--- src/rtl/taxi_rgmii_idelay_cal.sv ---
// -----------------------------------------------------------------------------
// taxi_rgmii_idelay_cal
//
// RGMII receive IDELAYE3 tap calibration. The block sweeps the delay tap from 0
// to TAP_MAX in TAP_STEP increments. At each tap it loads the IDELAY, waits for
// the line to settle, and then counts receive quality samples over a dwell
// window. The longest contiguous run of passing taps wins, with ties going to
// the earliest run. The tap at the centre of that run is loaded last. If no tap
// passes, DEFAULT_TAP is loaded instead and fail is raised.
//
// Ports
//   clk, rst_n        system clock, asynchronous active-low reset
//   start             single-cycle calibration request (ignored while busy)
//   rx_sample_valid   one pulse per receive quality sample
//   rx_sample_ok      qualifies rx_sample_valid: 1 good, 0 bad
//   dly_cnt           tap value for IDELAYE3 CNTVALUEIN
//   dly_load          single-cycle LOAD strobe for IDELAYE3
//   dly_en_vtc        EN_VTC for IDELAYE3 (low while taps are being changed)
//   busy, done, fail  status; done pulses for one cycle when a run completes
//   eye_width         tap span of the chosen pass window (0 on failure)
//
// Build option
//   TAXI_RGMII_IDELAY_CAL_AUTOSTART_EN : when defined, a one-shot internal start
//   fires on the first clock after reset release.
// -----------------------------------------------------------------------------
module taxi_rgmii_idelay_cal #(
  parameter int TAP_W         = 9,
  parameter int TAP_STEP      = 16,
  parameter int TAP_MAX       = 511,
  parameter int DEFAULT_TAP   = 0,
  parameter int VTC_WAIT      = 16,
  parameter int SETTLE_CYCLES = 64,
  parameter int DWELL_CYCLES  = 65536,
  parameter int MIN_OK        = 4
) (
  input  logic             clk,
  input  logic             rst_n,
  input  logic             start,
  input  logic             rx_sample_valid,
  input  logic             rx_sample_ok,
  output logic [TAP_W-1:0] dly_cnt,
  output logic             dly_load,
  output logic             dly_en_vtc,
  output logic             busy,
  output logic             done,
  output logic             fail,
  output logic [TAP_W:0]   eye_width
);

  localparam int OK_W = $clog2(MIN_OK + 2);
  localparam logic [TAP_W+1:0] STEP_X = (TAP_W+2)'(TAP_STEP);
  localparam logic [TAP_W+1:0] MAX_X  = (TAP_W+2)'(TAP_MAX);

  typedef enum logic [3:0] {
    S_IDLE, S_VTC_OFF, S_LOAD, S_SETTLE, S_DWELL, S_EVAL,
    S_FINAL_LOAD, S_FINAL_SETTLE, S_VTC_ON
  } state_t;

  state_t            state_q, state_d;
  logic [31:0]       cnt_q, cnt_d;
  logic [TAP_W:0]    tap_q, tap_d;
  logic [OK_W-1:0]   ok_q, ok_d;
  logic              bad_q, bad_d;
  logic              run_open_q, run_open_d;
  logic [TAP_W:0]    run_start_q, run_start_d, run_end_q, run_end_d;
  logic              best_valid_q, best_valid_d;
  logic [TAP_W:0]    best_start_q, best_start_d, best_end_q, best_end_d;
  logic [TAP_W-1:0]  dly_cnt_q, dly_cnt_d;
  logic              dly_load_q, dly_load_d;
  logic              en_vtc_q, en_vtc_d;
  logic              busy_q, busy_d;
  logic              done_q, done_d;
  logic              fail_q, fail_d;
  logic [TAP_W:0]    eye_q, eye_d;

  logic              start_eff;
  logic [TAP_W+1:0]  tap_sum;
  logic              last_tap;
  logic              tap_pass;
  logic              close_run;
  logic [TAP_W+1:0]  mid_sum;

`ifdef TAXI_RGMII_IDELAY_CAL_AUTOSTART_EN
  // Set by reset, consumed by the first clock edge after reset release.
  logic auto_q;
  always_ff @(posedge clk or negedge rst_n) begin
    if (!rst_n) auto_q <= 1'b1;
    else        auto_q <= 1'b0;
  end
  assign start_eff = start | auto_q;
`else
  assign start_eff = start;
`endif

  // The sum is one bit wider than the tap so the end-of-sweep test cannot wrap.
  assign tap_sum  = {1'b0, tap_q} + STEP_X;
  assign last_tap = (tap_sum > MAX_X);
  assign tap_pass = (ok_q >= OK_W'(MIN_OK)) && !bad_q;

  function automatic logic reached(input logic [31:0] c, input int unsigned n);
    return (c + 32'd1) >= n;
  endfunction

  always_comb begin
    // NOTE: every signal driven here is given a default first, so no path can
    // leave a value unassigned and infer a latch.
    state_d      = state_q;
    cnt_d        = cnt_q + 32'd1;
    tap_d        = tap_q;
    ok_d         = ok_q;
    bad_d        = bad_q;
    run_open_d   = run_open_q;
    run_start_d  = run_start_q;
    run_end_d    = run_end_q;
    best_valid_d = best_valid_q;
    best_start_d = best_start_q;
    best_end_d   = best_end_q;
    dly_cnt_d    = dly_cnt_q;
    dly_load_d   = 1'b0;
    en_vtc_d     = en_vtc_q;
    busy_d       = busy_q;
    done_d       = 1'b0;
    fail_d       = fail_q;
    eye_d        = eye_q;
    close_run    = 1'b0;
    mid_sum      = '0;

    case (state_q)
      S_IDLE: begin
        cnt_d = '0;
        if (start_eff) begin
          state_d      = S_VTC_OFF;
          busy_d       = 1'b1;
          en_vtc_d     = 1'b0;
          fail_d       = 1'b0;
          eye_d        = '0;
          run_open_d   = 1'b0;
          best_valid_d = 1'b0;
        end
      end
      S_VTC_OFF: begin
        if (reached(cnt_q, VTC_WAIT)) begin
          state_d   = S_LOAD;
          cnt_d     = '0;
          tap_d     = '0;
          dly_cnt_d = '0;
        end
      end
      // dly_cnt was updated on entry, so it is stable for a full cycle before
      // the LOAD strobe appears and stays stable while the strobe is high.
      S_LOAD: begin
        dly_load_d = 1'b1;
        state_d    = S_SETTLE;
        cnt_d      = '0;
      end
      S_SETTLE: begin
        if (reached(cnt_q, SETTLE_CYCLES)) begin
          state_d = S_DWELL;
          cnt_d   = '0;
          ok_d    = '0;
          bad_d   = 1'b0;
        end
      end
      // A sample arriving on the final dwell cycle is dropped.
      S_DWELL: begin
        if (reached(cnt_q, DWELL_CYCLES)) begin
          state_d = S_EVAL;
          cnt_d   = '0;
        end else if (rx_sample_valid) begin
          if (!rx_sample_ok)               bad_d = 1'b1;
          else if (ok_q < OK_W'(MIN_OK))   ok_d  = ok_q + OK_W'(1);
        end
      end
      S_EVAL: begin
        cnt_d = '0;
        if (tap_pass) begin
          if (!run_open_q) run_start_d = tap_q;
          run_open_d = 1'b1;
          run_end_d  = tap_q;
        end else if (run_open_q) begin
          close_run = 1'b1;
        end
        // The sweep is ending, so a run that is still open is closed here.
        if (last_tap && run_open_d) close_run = 1'b1;
        // A strictly longer run is required to replace the best, so ties keep
        // the earliest run.
        if (close_run) begin
          run_open_d = 1'b0;
          if (!best_valid_q ||
              ((run_end_d - run_start_d) > (best_end_q - best_start_q))) begin
            best_valid_d = 1'b1;
            best_start_d = run_start_d;
            best_end_d   = run_end_d;
          end
        end
        if (!last_tap) begin
          state_d   = S_LOAD;
          tap_d     = tap_sum[TAP_W:0];
          dly_cnt_d = tap_sum[TAP_W-1:0];
        end else begin
          state_d = S_FINAL_LOAD;
          mid_sum = {1'b0, best_start_d} + {1'b0, best_end_d};
          if (best_valid_d) begin
            dly_cnt_d = mid_sum[TAP_W:1];
            eye_d     = best_end_d - best_start_d + STEP_X[TAP_W:0];
            fail_d    = 1'b0;
          end else begin
            dly_cnt_d = TAP_W'(DEFAULT_TAP);
            eye_d     = '0;
            fail_d    = 1'b1;
          end
        end
      end
      S_FINAL_LOAD: begin
        dly_load_d = 1'b1;
        state_d    = S_FINAL_SETTLE;
        cnt_d      = '0;
      end
      S_FINAL_SETTLE: begin
        if (reached(cnt_q, SETTLE_CYCLES)) begin
          state_d = S_VTC_ON;
          cnt_d   = '0;
        end
      end
      S_VTC_ON: begin
        en_vtc_d = 1'b1;
        busy_d   = 1'b0;
        done_d   = 1'b1;
        state_d  = S_IDLE;
        cnt_d    = '0;
      end
      default: state_d = S_IDLE;
    endcase
  end

  // NOTE: state registers use non-blocking assignments so every register
  // samples its next-state value from the same clock edge.
  always_ff @(posedge clk or negedge rst_n) begin
    if (!rst_n) begin
      state_q      <= S_IDLE;
      cnt_q        <= '0;
      tap_q        <= '0;
      ok_q         <= '0;
      bad_q        <= 1'b0;
      run_open_q   <= 1'b0;
      run_start_q  <= '0;
      run_end_q    <= '0;
      best_valid_q <= 1'b0;
      best_start_q <= '0;
      best_end_q   <= '0;
      dly_cnt_q    <= TAP_W'(DEFAULT_TAP);
      dly_load_q   <= 1'b0;
      en_vtc_q     <= 1'b1;
      busy_q       <= 1'b0;
      done_q       <= 1'b0;
      fail_q       <= 1'b0;
      eye_q        <= '0;
    end else begin
      state_q      <= state_d;
      cnt_q        <= cnt_d;
      tap_q        <= tap_d;
      ok_q         <= ok_d;
      bad_q        <= bad_d;
      run_open_q   <= run_open_d;
      run_start_q  <= run_start_d;
      run_end_q    <= run_end_d;
      best_valid_q <= best_valid_d;
      best_start_q <= best_start_d;
      best_end_q   <= best_end_d;
      dly_cnt_q    <= dly_cnt_d;
      dly_load_q   <= dly_load_d;
      en_vtc_q     <= en_vtc_d;
      busy_q       <= busy_d;
      done_q       <= done_d;
      fail_q       <= fail_d;
      eye_q        <= eye_d;
    end
  end

  assign dly_cnt    = dly_cnt_q;
  assign dly_load   = dly_load_q;
  assign dly_en_vtc = en_vtc_q;
  assign busy       = busy_q;
  assign done       = done_q;
  assign fail       = fail_q;
  assign eye_width  = eye_q;

endmodule
--- config.mk ---
export PLATFORM = sky130hd
export DESIGN_NAME = taxi_rgmii_idelay_cal
export DESIGN_NICKNAME = d
export VERILOG_FILES = /design/src/rtl/taxi_rgmii_idelay_cal.sv
export SDC_FILE = /design/constraint.sdc
export NUM_CORES = 1
export LEC_CHECK = 0
export ABC_AREA = 1
export CAP_MARGIN = 40
export CORE_ASPECT_RATIO = 2
export CORE_MARGIN = 2
export CORE_UTILIZATION = 67
export CTS_CLUSTER_SIZE = 28
export DETAILED_ROUTE_END_ITERATION = 16
export GPL_TIMING_DRIVEN = 0
export PLACE_DENSITY = 0.95
export SLEW_MARGIN = 30
export SYNTH_ARGS = -nofsm -noshare
export SYNTH_HDL_FRONTEND = slang
export SYNTH_SLANG_ARGS = --single-unit
--- constraint.sdc ---
create_clock -name clk -period 8.5 [get_ports clk]
set_input_delay 2.55 -clock clk [delete_from_list [all_inputs] [get_ports clk]]
set_output_delay 2.55 -clock clk [all_outputs]
set_load 0.02 [all_outputs]
==> results.py, run 1 <==
metrics = {
    "logic_synthesis": {
        "syn_inst": 1072,
        "yosysWarnings": 0,
        "syn_avg_cell_area_sq_um": 7.23,
        "async_flop_share": 1.00,
        "synth_area_sq_um": 7750,
        "syn_nets": 1137,
        "ys_ff_latch": 112,
        "synth_edf_count": 0,
        "ys_types": 38,
        "synthFlopType": "dfrtp_1",
        "synth_seq_area_share": 0.362,
    },
    "worst_setup_path": {
        "slowest_delay_ps": 510,
        "worstPathRequired_ps": 8730,
        "cpMostUsedCell": "nand2_1",
        "reg2reg_to": "dly_cnt[7]$_DFFE_PN0P_",
        "rr_startpoint": "ok_q[2]$_DFFE_PN0P_",
        "ff2ff_setup_slack_ps": 1220,
        "slowest_stage": "o31ai_1",
        "critPathKind": "flip-flop to flip-flop",
        "arrival_ps": 7510,
        "crit_fanout": 10,
        "r2r_cells": 34,
        "startpoint_type": "flip-flop",
        "endpoint_kind": "flip-flop",
    },
    "grt": {
        "grt_antenna_before_repair": 0,
        "grt_pass1_wl_mm": 34.5,
        "grt_max_degree": 72,
        "global_route.usage.met2": 0.666,
        "use_met1": 0.334,
        "grt-busiest-layer": "met2",
        "track_usage": 0.358,
        "met3_usage": 0.0480,
        "grt_pass1_vias": 7600,
        "grt-ovfl-total": 0,
    },
    "timing": {
        "setup_viol": 0,
        "slew_viol_final": 0,
        "worstMarginPinSlew_ps": 804,
        "hold_viol": 0,
        "fin_crit_sh": 0.856,
        "setup-tns-final_ps": 0,
        "max_slew_margin": 0.458,
        "fmax_ghz": 0.137,
        "fin_crit_ps": 7280,
        "clock-skew-final_ps": 8.06,
        "rsz0062_at_grt": "no",
        "layout_setup_ws_ps": 1220,
    },
    "finish": {
        "final.fill_count": 835,
        "layout_commonest_cell": "nand2_1",
        "n_antenna_cell": 0,
        "syn_to_final_growth_pct": 10.0,
        "drive_above_1_share": 0.0447,
        "nNetsFinal": 1178,
        "regArea_sq_um": 2800,
        "final_cell_mix": "nand2_1 (285), inv_1 (136), nor2_1 (125)",
        "multi_input_area_sq_um": 4320,
    },
    "floorplan": {
        "row_count": 55,
        "coreArea_sq_um": 11300,
        "die-height_um": 156,
        "pin_count": 29,
        "die_x_um": 80.1,
        "start_util": 0.687,
        "dieArea_sq_um": 12500,
    },
    "clock_network": {
        "cts-buffers-inserted": 9,
        "post_cts_resized": 0,
        "cts.sinks": 112,
        "htree_levels": 3,
        "clk_pin_slew_ps": 80,
        "cts_tree": "yes",
        "cts_hold_buf": 0,
        "cts-root-buf": "clkbuf_16",
        "post-cts-setup-buffer-count": 0,
        "cts_buffer_depth": 2,
        "clk_latency_ps": 360,
    },
    "drt": {
        "firstDrtPassIters": 7,
        "via_per_inst": 5.97,
        "num_vias": 7517,
        "drcViolationCount": 0,
        "routed_wl_mm": 21.6,
        "drt.antenna.violating_nets": 0,
        "drt_iter0_drc": 531,
        "wl_per_cell_um": 17.2,
    },
    "placed_design": {
        "place_hpwl_mm": 16.6,
        "pre_cts_ws_ps": 1600,
        "gp_congestion": 0.989,
        "io_buffer_count": 28,
    },
    "power": {
        "powerDensity_nw_per_um2": 113,
        "swShare": 0.225,
        "peakVddDrop_mv": 0.108,
        "intPower_uw": 745,
        "p_clk_frac": 0.432,
        "share_comb_of_total_power": 0.014,
        "power_frac_seq": 0.554,
        "leakagePower_nw": 4.11,
        "p_sw_uw": 216,
    },
    "hold_path": {
        "hold_depth": 2,
        "hold_path_end": "run_end_q[9]$_DFFE_PN0P_",
        "hold_start": "run_end_q[9]$_DFFE_PN0P_",
        "hold_class": "flip-flop to flip-flop",
    },
    "outcome": {
        "status": "finished clean",
    },
    "job": {
        "maxCapViolCount": 0,
    },
}
state kept, by name (all words and copies together) (netlist names):
name	flops
ok_q	3
busy	1
done	1
fail	1
best_start_q	10
tap_q	6
dly_cnt	9
run_end_q	10
run_open_q	1
dly_load	1
run_start_q	10
cnt_q	32
best_valid_q	1
bad_q	1
dly_en_vtc	1
eye_width	10
state_q	4
best_end_q	10
critical path, delay by kind of cell, from the launching register on:
family	cells	cell delay [ps]
buffers and inverters	5	950
adders and majority gates	5	1720
AOI/OAI and AO/OA	8	1790
xor gates and xnor gates	2	350
and+or+nand+nor	14	1890
DFF	1	420
per-stage QoR:
stage / power (mW) / hold slack, ps / instance area [sq um] / utilization / cells
6_report: 0.961 / 486 / 8530 / 0.755 / 1260
4_1_cts: 0.960 / 487 / 8520 / 0.755 / 1259
3_3_place_gp: 0.556 / 459 / 8210 / 0.727 / 1242
5_1_grt: 0.982 / 503 / 8530 / 0.755 / 1260
3_5_place_dp: 0.557 / 469 / 8240 / 0.730 / 1243
2_1_floorplan: 0.543 / 446 / 7750 / - / 1072
how the worst max path moves through the flow:
stage | from | endpoint
2_1_floorplan | ok_q[2]$_DFFE_PN0P_ | eye_width[9]$_DFFE_PN0P_
3_3_place_gp | rst_n | best_end_q[2]$_DFFE_PN0P_
3_5_place_dp | ok_q[2]$_DFFE_PN0P_ | eye_width[9]$_DFFE_PN0P_
4_1_cts | ok_q[2]$_DFFE_PN0P_ | eye_width[9]$_DFFE_PN0P_
5_1_grt | bad_q$_DFFE_PN0P_ | eye_width[9]$_DFFE_PN0P_
6_report | ok_q[2]$_DFFE_PN0P_ | dly_cnt[7]$_DFFE_PN0P_
layer usage:
metal / share of wire / routed length, um / vias to the layer above
met2: 0.53 / 11600 / 348
met4: 0.095 / 2050 / 0
met3: 0.048 / 1040 / 144
met5: 0 / 0 / -
met1: 0.32 / 6960 / 3483
li1: - / - / 3542
final cells by class:
cell class,count,area share
Inverter,137,0.0603
Tap cell,142,0.0208
Buffer,23,0.0126
Timing Repair Buffer,30,0.0368
Sequential cell,112,0.329
Clock inverter,5,0.00484
Multi-Input combinational cell,800,0.507
Clock buffer,11,0.0285
cell families (layout without fill, tap and decap cells):
kind of cell | Yosys count | after routing | synth area share
and+or+nand+nor | 522 | 522 | 0.283
AOI/OAI and AO/OA | 174 | 174 | 0.124
buffers and inverters | 160 | 206 | 0.0802
DFF | 112 | 112 | 0.362
adders and majority gates | 60 | 60 | 0.101
xor gates and xnor gates | 44 | 44 | 0.0497
power by group through the flow:
stage          Clock [mW]  Combinational, mW  Sequential (mW)
2_1_floorplan           0          0.0000880            0.543
3_3_place_gp            0             0.0125            0.543
3_5_place_dp            0             0.0146            0.543
4_1_cts             0.413             0.0146            0.532
5_1_grt             0.433             0.0163            0.532
6_report            0.415             0.0139            0.532
synthesized netlist by cell type, drive strengths merged, types with 3 or more instances:
cell type	n	area, sq um
o21bai	5	37.5
nand2	290	1100
nand3	55	275
o31ai	5	37.5
a21o	3	22.5
a21oi	36	180
o21ai	107	539
or2	6	37.5
nor3	5	25.0
xnor2	16	140
nand3b	13	97.6
ha	56	701
dfrtp	111	2780
nor2	136	553
fa	4	80.1
clkbuf	15	56.3
a22o	3	26.3
o211ai	8	60.1
inv	136	510
nand4	17	106
buf	8	51.3
xor2	28	245
(Power assumes the default switching activity.)
==> run 2, diff against run 1 <==
--- a/config.mk
+++ b/config.mk
@@ -9,11 +9,12 @@
 export CAP_MARGIN = 40
 export CORE_ASPECT_RATIO = 2
 export CORE_MARGIN = 2
-export CORE_UTILIZATION = 67
+export CORE_UTILIZATION = 56
 export CTS_CLUSTER_SIZE = 28
 export DETAILED_ROUTE_END_ITERATION = 16
 export GPL_TIMING_DRIVEN = 0
-export PLACE_DENSITY = 0.95
+export PLACE_DENSITY = 0.87
+export SETUP_SLACK_MARGIN = 0.4
 export SLEW_MARGIN = 30
 export SYNTH_ARGS = -nofsm -noshare
 export SYNTH_HDL_FRONTEND = slang
==> constraint.sdc (replaced) <==
create_clock -name clk -period 6.5 [get_ports clk]
set_input_delay 1.95 -clock clk [delete_from_list [all_inputs] [get_ports clk]]
set_output_delay 1.95 -clock clk [all_outputs]
set_load 0.02 [all_outputs]
==> results.py, run 2 (synthesis results as in run 1) <==
metrics = {
    "placed_design": {
        "place_area_sq_um": 8260,
        "io_buffer_count": 28,
        "gp_congestion": 1.05,
        "place_hpwl_mm": 16.5,
    },
    "worst_setup_path": {
        "arrival_ps": 6200,
        "slowest_delay_ps": 610,
        "crit_fanout": 10,
        "worstPathRequired_ps": 6740,
        "endpoint_kind": "flip-flop",
        "critPathKind": "flip-flop to flip-flop",
        "slowest_stage": "o21ai_0",
        "startpoint_type": "flip-flop",
    },
    "grt": {
        "grt_pass1_vias": 7247,
        "grt_pass1_wl_mm": 33.4,
        "grt-ovfl-total": 0,
        "grt_max_degree": 75,
        "track_usage": 0.293,
        "grt_antenna_before_repair": 0,
    },
    "drt": {
        "drt.antenna.violating_nets": 0,
        "drt_iter0_drc": 384,
        "wl_per_cell_um": 16.7,
        "drcViolationCount": 0,
        "routed_wl_mm": 21.5,
        "firstDrtPassIters": 5,
        "num_vias": 7297,
        "via_per_inst": 5.69,
    },
    "finish": {
        "largest_register": "cnt_q",
        "syn_to_final_growth_pct": 15.3,
        "nNetsFinal": 1188,
        "layout_commonest_cell": "nand2_1",
        "final.fill_count": 1113,
        "final_cell_mix": "nand2_1 (282), inv_1 (131), nor2_1 (118)",
        "stdcell_area_sq_um": 8930,
        "postLayoutCoreUtil": 0.661,
        "n_antenna_cell": 0,
        "drive_above_1_share": 0.0940,
        "largest_register_ffs": 32,
    },
    "power": {
        "powerDensity_nw_per_um2": 141,
        "leakagePower_nw": 4.22,
        "peakVddDrop_mv": 0.123,
    },
    "timing": {
        "worstMarginPinSlew_ps": 761,
        "hold_slack_ps": 484,
        "slew_viol_final": 0,
        "clock-skew-final_ps": 15.1,
        "fin_crit_sh": 0.917,
        "setup_viol": 0,
        "fmax_ghz": 0.168,
        "max_slew_margin": 0.488,
        "fin_crit_ps": 5960,
        "rsz0062_at_grt": "yes",
        "hold_viol": 0,
        "setup-tns-final_ps": 0,
    },
    "clock_network": {
        "cts_buffer_depth": 2,
        "clk_latency_ps": 350,
        "clk_pin_slew_ps": 80,
        "htree_levels": 3,
        "cts_hold_buf": 0,
        "cts_tree": "yes",
        "cts.sinks": 112,
        "cts-root-buf": "clkbuf_16",
        "cts-buffers-inserted": 9,
    },
    "outcome": {
        "status": "finished clean",
    },
    "floorplan": {
        "pin_count": 29,
        "die-height_um": 170,
        "die_x_um": 87.2,
        "dieArea_sq_um": 14900,
        "start_util": 0.574,
        "row_count": 60,
        "coreArea_sq_um": 13500,
    },
    "hold_path": {
        "hold_class": "flip-flop to flip-flop",
    },
    "job": {
        "maxCapViolCount": 0,
    },
}
## run 2: layer usage
layer	part of all wire	vias up	global-route usage
li1	-	3554	-
met1	0.33	3418	0.263
met2	0.56	232	0.563
met3	0.032	93	0.0388
met4	0.078	0	0.219
met5	0	-	0
## run 2: through the flow
step,cells,total power [mW],setup slack (ps)
2_1_floorplan,1072,0.710,1040
3_3_place_gp,1255,0.727,-826
3_5_place_dp,1256,0.729,-483
4_1_cts,1272,1.27,416
5_1_grt,1283,1.30,270
6_report,1283,1.26,542
## run 2: layout make-up
| type | count | area (sq um) | area share |
|---|---|---|---|
| inverters | 137 | 518 | 0.0580 |
| multi-input cells | 800 | 4590 | 0.514 |
| clock buffers | 9 | 225 | 0.0252 |
| repair buffers | 40 | 405 | 0.0454 |
| plain buffers | 23 | 134 | 0.0150 |
| clock inverters | 7 | 62.6 | 0.00700 |
| flip-flops and latches | 112 | 2810 | 0.314 |
| well taps | 155 | 194 | 0.0217 |
## run 2: worst paths after layout
path / from / to / slack [ps] / cells past startpoint
worst max-delay path: bad_q$_DFFE_PN0P_ / dly_cnt[7]$_DFFE_PN0P_ / 540 / 33
worst min-delay path: ok_q[1]$_DFFE_PN0P_ / ok_q[1]$_DFFE_PN0P_ / 480 / 2
worst max register to register: bad_q$_DFFE_PN0P_ / dly_cnt[7]$_DFFE_PN0P_ / 540 / 33
worst min register to register: ok_q[1]$_DFFE_PN0P_ / ok_q[1]$_DFFE_PN0P_ / 480 / 2
max in group asynchronous: rst_n / best_end_q[1]$_DFFE_PN0P_ / 4360 / 2
min in group asynchronous: rst_n / cnt_q[2]$_DFF_PN0_ / 1460 / 1
## run 2: critical path: cells and delay by family, from the launching register on
| family | cells | cell delay, ps |
|---|---|---|
| compound gates | 10 | 1800 |
| simple gates | 11 | 1140 |
| buf+inv | 6 | 800 |
| xor+xnor | 2 | 410 |
| fa+ha+maj | 4 | 1290 |
| flops | 1 | 400 |
## run 2: what timing repair did
action	4_1_cts	5_1_grt
gates resized for setup	36	53
cloned	0	1
endpoints found under the setup margin	14	11
buffers inserted	0	10
hold endpoints to repair	0	0
pin swaps	3	11
## run 2: report_power, final
group          internal [mW]  leakage, nW  switching, mW
clock                  0.269        0.137          0.275
combinational        0.00420         2.59         0.0142
sequential             0.696         1.49              0
